### src/rtl/clz_restore_if.sv
// Operand/result handshake bundle for clz_restore.
// The source side drives in_*, the sink side drives out_ready.
interface clz_restore_if;
   logic        in_valid;
   logic        in_ready;
   logic [31:0] in_data;
   logic [4:0]  in_count;
   logic        in_zero;
   logic        out_valid;
   logic        out_ready;
   logic [31:0] out_data;

   modport master (
      output in_valid, in_data, in_count, in_zero, out_ready,
      input  in_ready, out_valid, out_data
   );

   modport slave (
      input  in_valid, in_data, in_count, in_zero, out_ready,
      output in_ready, out_valid, out_data
   );
endinterface

### src/rtl/clz_restore.sv
// Iterative inverse of a leading-zero count: shifts a normalized word right by
// the latched count in five binary steps (16/8/4/2/1), one step per clock.
module clz_restore (
   input  logic          clk,
   input  logic          resetn,
   clz_restore_if.slave  bus
);

   typedef enum logic [1:0] {
      IDLE  = 2'd0,
      SHIFT = 2'd1,
      DONE  = 2'd2
   } state_t;

   state_t      state_r;
   state_t      state_s;
   logic [2:0]  step_r;
   logic [2:0]  step_s;
   logic [31:0] word_r;
   logic [31:0] word_s;
   logic [4:0]  count_r;
   logic [4:0]  count_s;
   logic        zero_r;
   logic        zero_s;
   logic        out_valid_r;
   logic        out_valid_s;
   logic [31:0] out_data_r;
   logic [31:0] out_data_s;

   // One binary stage: shift right by 2^st when en is set, zero-filling from the top.
   function automatic logic [31:0] shift_stage(input logic [31:0] w,
                                               input logic        en,
                                               input logic [2:0]  st);
      logic [4:0] amt;
      amt = 5'd1 << st;
      if (en) begin
         shift_stage = w >> amt;
      end else begin
         shift_stage = w;
      end
   endfunction

   // State and datapath registers; reset clears every latched operand.
   always_ff @(posedge clk or negedge resetn) begin
      if (!resetn) begin
         state_r     <= IDLE;
         step_r      <= 3'd0;
         word_r      <= 32'h0;
         count_r     <= 5'd0;
         zero_r      <= 1'b0;
         out_valid_r <= 1'b0;
         out_data_r  <= 32'h0;
      end else begin
         state_r     <= state_s;
         step_r      <= step_s;
         word_r      <= word_s;
         count_r     <= count_s;
         zero_r      <= zero_s;
         out_valid_r <= out_valid_s;
         out_data_r  <= out_data_s;
      end
   end

   // Next-state and next-datapath logic.
   always_comb begin
      state_s     = state_r;
      step_s      = step_r;
      word_s      = word_r;
      count_s     = count_r;
      zero_s      = zero_r;
      out_valid_s = out_valid_r;
      out_data_s  = out_data_r;
      case (state_r)
         IDLE: begin
            // in_ready is high in IDLE, so in_valid alone is an accept.
            if (bus.in_valid) begin
               state_s = SHIFT;
               word_s  = bus.in_data;
               count_s = bus.in_count;
               zero_s  = bus.in_zero;
               step_s  = 3'd4;
            end else begin
               state_s = IDLE;
            end
         end
         SHIFT: begin
            word_s = shift_stage(word_r, count_r[step_r], step_r);
            if (step_r == 3'd0) begin
               state_s     = DONE;
               out_valid_s = 1'b1;
               out_data_s  = zero_r ? 32'h0 : word_s;
            end else begin
               step_s = step_r - 3'd1;
            end
         end
         DONE: begin
            if (bus.out_ready) begin
               state_s     = IDLE;
               out_valid_s = 1'b0;
            end else begin
               state_s = DONE;
            end
         end
         default: begin
            state_s     = IDLE;
            out_valid_s = 1'b0;
            step_s      = 3'd0;
         end
      endcase
   end

   assign bus.in_ready  = (state_r == IDLE);
   assign bus.out_valid = out_valid_r;
   assign bus.out_data  = out_data_r;

endmodule

### src/flat_wrapper.sv
// flat-port wrapper written by rule: the top's interface ports become plain ports
module clz_restore_flat 
  (clk, resetn, bus_in_valid, bus_in_data, bus_in_count, bus_in_zero, bus_out_ready, bus_in_ready, bus_out_valid, bus_out_data);
  clz_restore_if bus_i ();
  input  logic clk;
  input  logic resetn;
  input wire logic [$bits(bus_i.in_valid)-1:0] bus_in_valid;
  input wire logic [$bits(bus_i.in_data)-1:0] bus_in_data;
  input wire logic [$bits(bus_i.in_count)-1:0] bus_in_count;
  input wire logic [$bits(bus_i.in_zero)-1:0] bus_in_zero;
  input wire logic [$bits(bus_i.out_ready)-1:0] bus_out_ready;
  output wire logic [$bits(bus_i.in_ready)-1:0] bus_in_ready;
  output wire logic [$bits(bus_i.out_valid)-1:0] bus_out_valid;
  output wire logic [$bits(bus_i.out_data)-1:0] bus_out_data;
  assign bus_i.in_valid = bus_in_valid;
  assign bus_i.in_data = bus_in_data;
  assign bus_i.in_count = bus_in_count;
  assign bus_i.in_zero = bus_in_zero;
  assign bus_i.out_ready = bus_out_ready;
  assign bus_in_ready = bus_i.in_ready;
  assign bus_out_valid = bus_i.out_valid;
  assign bus_out_data = bus_i.out_data;
  clz_restore u_core (.clk(clk), .resetn(resetn), .bus(bus_i));
endmodule
### config.mk
export PLATFORM = sky130hd
export DESIGN_NAME = clz_restore_flat
export DESIGN_NICKNAME = d
export VERILOG_FILES = /design/src/rtl/clz_restore_if.sv /design/src/rtl/clz_restore.sv /design/src/flat_wrapper.sv
export SDC_FILE = /design/constraint.sdc
export NUM_CORES = 1
export LEC_CHECK = 0
export ABC_CLOCK_PERIOD_IN_PS = 3100
export CAP_MARGIN = 15
export CORE_MARGIN = 2
export CORE_UTILIZATION = 40
export CTS_BUF_LIST = sky130_fd_sc_hd__clkbuf_16
export DETAILED_ROUTE_END_ITERATION = 10
export GPL_ROUTABILITY_DRIVEN = 0
export GPL_TIMING_DRIVEN = 0
export SLEW_MARGIN = 25
export SYNTH_ARGS = -nofsm -noshare
export SYNTH_HDL_FRONTEND = slang
export SYNTH_SLANG_ARGS = --single-unit
### constraint.sdc
create_clock -name clk -period 3.1 [get_ports clk]
set_input_delay 0.31 -clock clk [delete_from_list [all_inputs] [get_ports clk]]
set_output_delay 0.31 -clock clk [all_outputs]
set_load 0.05 [all_outputs]
# Word-level counts from Yosys, hierarchy flattened
# Cells that the tools add are included.
# totals
reg_bits	76
word_cells	43
out_inout_bits	34
# classes
eq_ne	6
shifts	2
addsub	1
n_bitwise	2
n_lt_le_gt_ge	1
n_reduce_logical	8
mux	16
# op_table
cell	n
$mux W32	3
$pmux W32 S2	1
$shr A32 B5 Y32	1
$pmux W3 S3	1
$mux W3	2
$ne A2 B2 Y1 const B	3
$pmux W2 S3	1
$reduce_and A2 Y1	3
$reduce_and A3 Y1	2
$shl A1 B3 Y5 const A	1
$lt A3 B4 Y1 const B	1
$mux W1	4
$mux W2	2
$bmux W1 S3	1
$logic_not A3 Y1	1
$pmux W1 S3	1
$sub A3 B1 Y3 const B	1
$eq A2 B1 Y1 const B	1
$eq A2 B2 Y1 const B	1
$logic_not A2 Y1	1
$ne A2 B1 Y1 const B	1
$not A1 Y1	2
$reduce_bool A2 Y1	1

# Depth between registers and ports, before layout
# depth
depth_word	4
mapped_depth	11
mapped_depth_nobuf	8

# Least setup slack after synthesis
# OpenSTA, ideal clock, no wires.
# synth_path
path_type	reg-to-reg
start	register u_core.step_r[0]
end	register u_core.out_data_r[3], in the netlist u_core.bus.out_data[3]
path_buffers	2
setup_slack_ps	628
t_arrival_ps	2351
path_stages_with_launch	11
synth_period_minus_slack_ps	2472
setup_time_ps	121
required_time_ps	2979
cell_sequence	dfrtp_1 inv_1 ha_1 buf_6 nand2b_4 buf_6 mux4_2 a22oi_2 a211oi_1 a211o_1 a22o_1
# synth_via
elab_chain_cells	4
word_cells_on_any_way	8
cone_classes	2 x shift; 4 x mux; 2 x reduce/logical
# synth_rtl
item	line	rtl
from (decl)	clz_restore.sv:17	logic [2:0] step_r;
from (signal assigned)	clz_restore.sv:55	step_r <= step_s;
$shl A1 B3 Y5 / $bmux W1 S3 (equally long branches)	clz_restore.sv:35, clz_restore.sv:87	
$shr A32 B5 Y32 / $mux W1 (equally long branches)	clz_restore.sv:37, clz_restore.sv:87	
$mux W32	clz_restore.sv:36	if (en) begin
$mux W32	clz_restore.sv:91	out_data_s = zero_r ? 32'h0 : word_s;
to (signal assigned)	clz_restore.sv:60	out_data_r <= out_data_s;
to (decl)	clz_restore.sv:27	logic [31:0] out_data_r;
# Parallel ways exist; a longest one is shown, timed or not. The select of a mux whose other input is x is not followed.
# A chain may end at the register's enable or synchronous reset.

# Worst setup path in the final report
# layout_path
start	register u_core.step_r[0]
end	register u_core.word_r[20]
# layout_via
elab_chain_cells	4
word_cells_on_any_way	6
cone_classes	2 x shift; 4 x mux
# layout_rtl
item	line	rtl
$shl A1 B3 Y5 / $bmux W1 S3 (equally long branches)	clz_restore.sv:35, clz_restore.sv:87	
$shr A32 B5 Y32 / $mux W1 (equally long branches)	clz_restore.sv:37, clz_restore.sv:87	
$mux W32 (*)	clz_restore.sv:36	
$pmux W32 S2 (*)	clz_restore.sv:73	case (state_r)
to (signal assigned)	clz_restore.sv:56	word_r <= word_s;
to (decl)	clz_restore.sv:19	logic [31:0] word_r;
# Every way passes the cells marked *; elsewhere a longest branch is shown, timed or not. The select of a mux whose other input is x is not followed.

==> out/metrics.cfg <==
[cells_and_area]
multiInputGateArea_um2 = 3405
drive_gt1_frac = 0.1092
num-nets-final = 802
insertedDiodeCount = 0
area_growth_pct = 23.87
seq_area_um2 = 1903
n_fill_cell = 1315

[global_route]
grt_use_met3 = 0.06227
grt_pass1_vias = 6033
top_usage_layer = met2
grt_overflow = 0
grt_max_degree = 53
grtUsageMet2 = 0.4672
grt_usage = 0.3150
antenna_found_initial = 0
grt_pass1_wl_um = 35620
grt_util_met1 = 0.4416

[routing]
drt_iter0_drc = 959
post_drt_wl_per_cell_um = 24.75
wl_um = 23260
detail-route-antenna-nets = 0
via_per_inst = 6.753
vias = 6348
drt-pass1-iter-count = 7
drc_errors = 0

[timing]
drv_slew = 0
fin_tns_setup_ns = 0
hold_ws_ns = 0.4174
tightest_slew_ns = 0.6965
max-slew-margin-rel = 0.5347
fmax_mhz = 329.4
finalHoldViolCount = 0
fin_crit_sh = 0.9792
rsz0062_at_grt = false
skew_ns = 0.009146
setup_violations = 0
period_minus_slack_ns = 3.035

[status]
status = complete, no violations

[cts]
cts_tree = built
h-tree-depth = 3
cts_buffers = 9
clockRootBuffer = clkbuf_16
clock_path_buffers = 2
clock_latency_ns = 0.34
cts.sinks = 76
clkTransAtPathRegs_ns = 0.06

[worst_setup_path]
endpoint_kind = register
max_stage_delay_ns = 0.47
crit_path_start_kind = register
path_max_fanout = 10
crit_type = reg2reg
crit_arrival_ns = 3.23
cpMaxStageDelayCell = dfrtp_2
cp_common_cell = buf_2
path_cells = inv_1 -> ha_1 -> buf_6 -> buf_2 -> buf_2 -> mux2i_1 -> nand2_1 -> o2111ai_1 -> o21ai_0 -> a22oi_2 -> a21oi_1
worstPathRequired_ns = 3.29

[logic_synthesis]
synth_seq_area_share = 0.3372
yosys.area.top_type = dfrtp_1
synth_area_leaders = dfrtp_1 34%, nand2_1 6.1%, o21ai_0 4.8%
syn-instance-count = 667
synth_seq_cells = 76
synth_top_area_frac = 0.3372
synth_warnings = 0
syn_area_per_cell_um2 = 8.456
synthFlopType = dfrtp_1
yosys.cell_types.count = 66
synth_nets = 714
syn_area_um2 = 5640
synthArstFlopShare = 1.000
synth-edff-count = 0

[die]
die_width_um = 122.7
num_io_pins = 76
core-area_um2 = 13830
rows = 43
initial_core_util = 0.4079
dieHeight_um = 122.7
die-area_um2 = 15070

[placement]
io_buffers = 74
hpwl_um = 17230

[hold_path]
hold_class = in2async

[flow_run]
maxCapViolations = 0

-- per-layer routing --
layer | routed length, µm | share of wire
met3 | 2771 | 0.12
met2 | 9974 | 0.43
met1 | 9269 | 0.40
met5 | 0 | 0
met4 | 1246 | 0.054
-- repair_timing --
action / CTS / global route
gates resized for setup: 0 / 19
gates cloned: 0 / 0
pin swaps: 1 / 0
hold endpoints to repair: 24 / 0
setup buffers: 1 / 0
hold buffers: 1 / 0
endpoints found under the setup margin: 2 / 32
-- worst paths after layout --
kind / to / startpoint / slack (ns) / cells after the start
worst max-delay path: u_core.word_r[20]$_DFFE_PN0P_ / u_core.step_r[0]$_DFFE_PN0P_ / 0.06 / 11
worst min-delay path: u_core.bus.out_data[21]$_DFFE_PN0P_ / resetn / 0.42 / 2
worst max register to register: u_core.word_r[20]$_DFFE_PN0P_ / u_core.step_r[0]$_DFFE_PN0P_ / 0.06 / 11
worst min register to register: u_core.count_r[0]$_DFFE_PN0P_ / u_core.count_r[0]$_DFFE_PN0P_ / 0.48 / 2
max in group asynchronous: u_core.bus.out_data[4]$_DFFE_PN0P_ / resetn / 2.10 / 3
min in group clk: u_core.word_r[28]$_DFFE_PN0P_ / bus_in_valid / 0.44 / 3
-- cell type report --
class	count	area share
well taps	180	0.03223
clock buffers	9	0.03223
inverters	17	0.009670
flip-flops and latches	76	0.2724
multi-input cells	508	0.4873
plain buffers	66	0.04585
repair buffers	77	0.1121
clock inverters	7	0.008238
-- through the flow --
| step | worst slack (ns) | util | cell area [µm²] | cells |
|---|---|---|---|---|
| global route | 0.006292 | 0.5053 | 6987 | 940 |
| detailed placement | -0.09881 | 0.4796 | 6631 | 922 |
| floorplan | 0.6276 | - | 5640 | 667 |
| CTS | 0.01342 | 0.5013 | 6932 | 940 |
| finish | 0.06453 | 0.5053 | 6987 | 940 |
| global placement | -0.9353 | 0.4778 | 6606 | 921 |
-- cells in the mapped netlist, types with 3 or more instances --
cell type / count
nand2_1: 91
dfrtp_1: 76
o21ai_0: 54
a21oi_1: 46
nor2_1: 39
clkbuf_1: 35
buf_2: 27
a22oi_1: 26
mux2i_1: 24
o22ai_1: 22
nand3_1: 17
inv_1: 16
o21ai_1: 16
nor3b_1: 15
mux4_2: 12
a22o_1: 10
a31oi_1: 9
a2bb2oi_1: 8
a32oi_1: 8
nand4_1: 8
nor2b_1: 8
a221oi_1: 7
o211ai_1: 7
ha_1: 5
a211oi_1: 4
a32o_1: 4
and2_1: 4
nand2b_1: 4
nor3_1: 4
o221ai_1: 4
a211o_1: 3
a222oi_1: 3
buf_6: 3
o2111ai_1: 3
o21a_1: 3
o22a_1: 3
-- logic make-up (layout without fill, tap and decap cells) --
kind of cell | after synthesis | after routing | share of synthesized area
compound gates | 262 | 262 | 0.3126
mux | 41 | 41 | 0.1058
fa+ha+maj | 5 | 5 | 0.01109
buf+inv | 83 | 176 | 0.06588
flops | 76 | 76 | 0.3372
simple gates | 200 | 200 | 0.1675
-- cells in the final DEF (no fill, tap or decap), types with 12 or more instances in the layout --
| cell type | count |
|---|---|
| nand2_1 | 91 |
| dfrtp_1 | 75 |
| clkdlybuf4s50_1 | 73 |
| o21ai_0 | 54 |
| a21oi_1 | 46 |
| nor2_1 | 39 |
| clkbuf_1 | 32 |
| a22oi_1 | 25 |
| buf_2 | 23 |
| mux2i_1 | 23 |
| o22ai_1 | 22 |
| nand3_1 | 17 |
| o21ai_1 | 16 |
| inv_1 | 15 |
| nor3b_1 | 15 |
| mux4_2 | 12 |
-- state kept, by name, indices dropped and copies added (netlist names) --
register and flops:
u_core.step_r 3, u_core.bus.out_data 32, u_core.bus.out_valid 1, u_core.word_r 32
u_core.zero_r 1, u_core.state_r 2, u_core.count_r 5
-- worst max-delay path: cells and delay by family (launching register included) --
kind | cells | cell delay, ns
flops | 1 | 0.47
simple gates | 1 | 0.10
buf+inv | 4 | 0.88
mux | 1 | 0.32
compound gates | 4 | 0.94
fa+ha+maj | 1 | 0.19
Power is not shown: default switching activity piles up to over one toggle a cycle in this logic, so the estimate is an artifact.
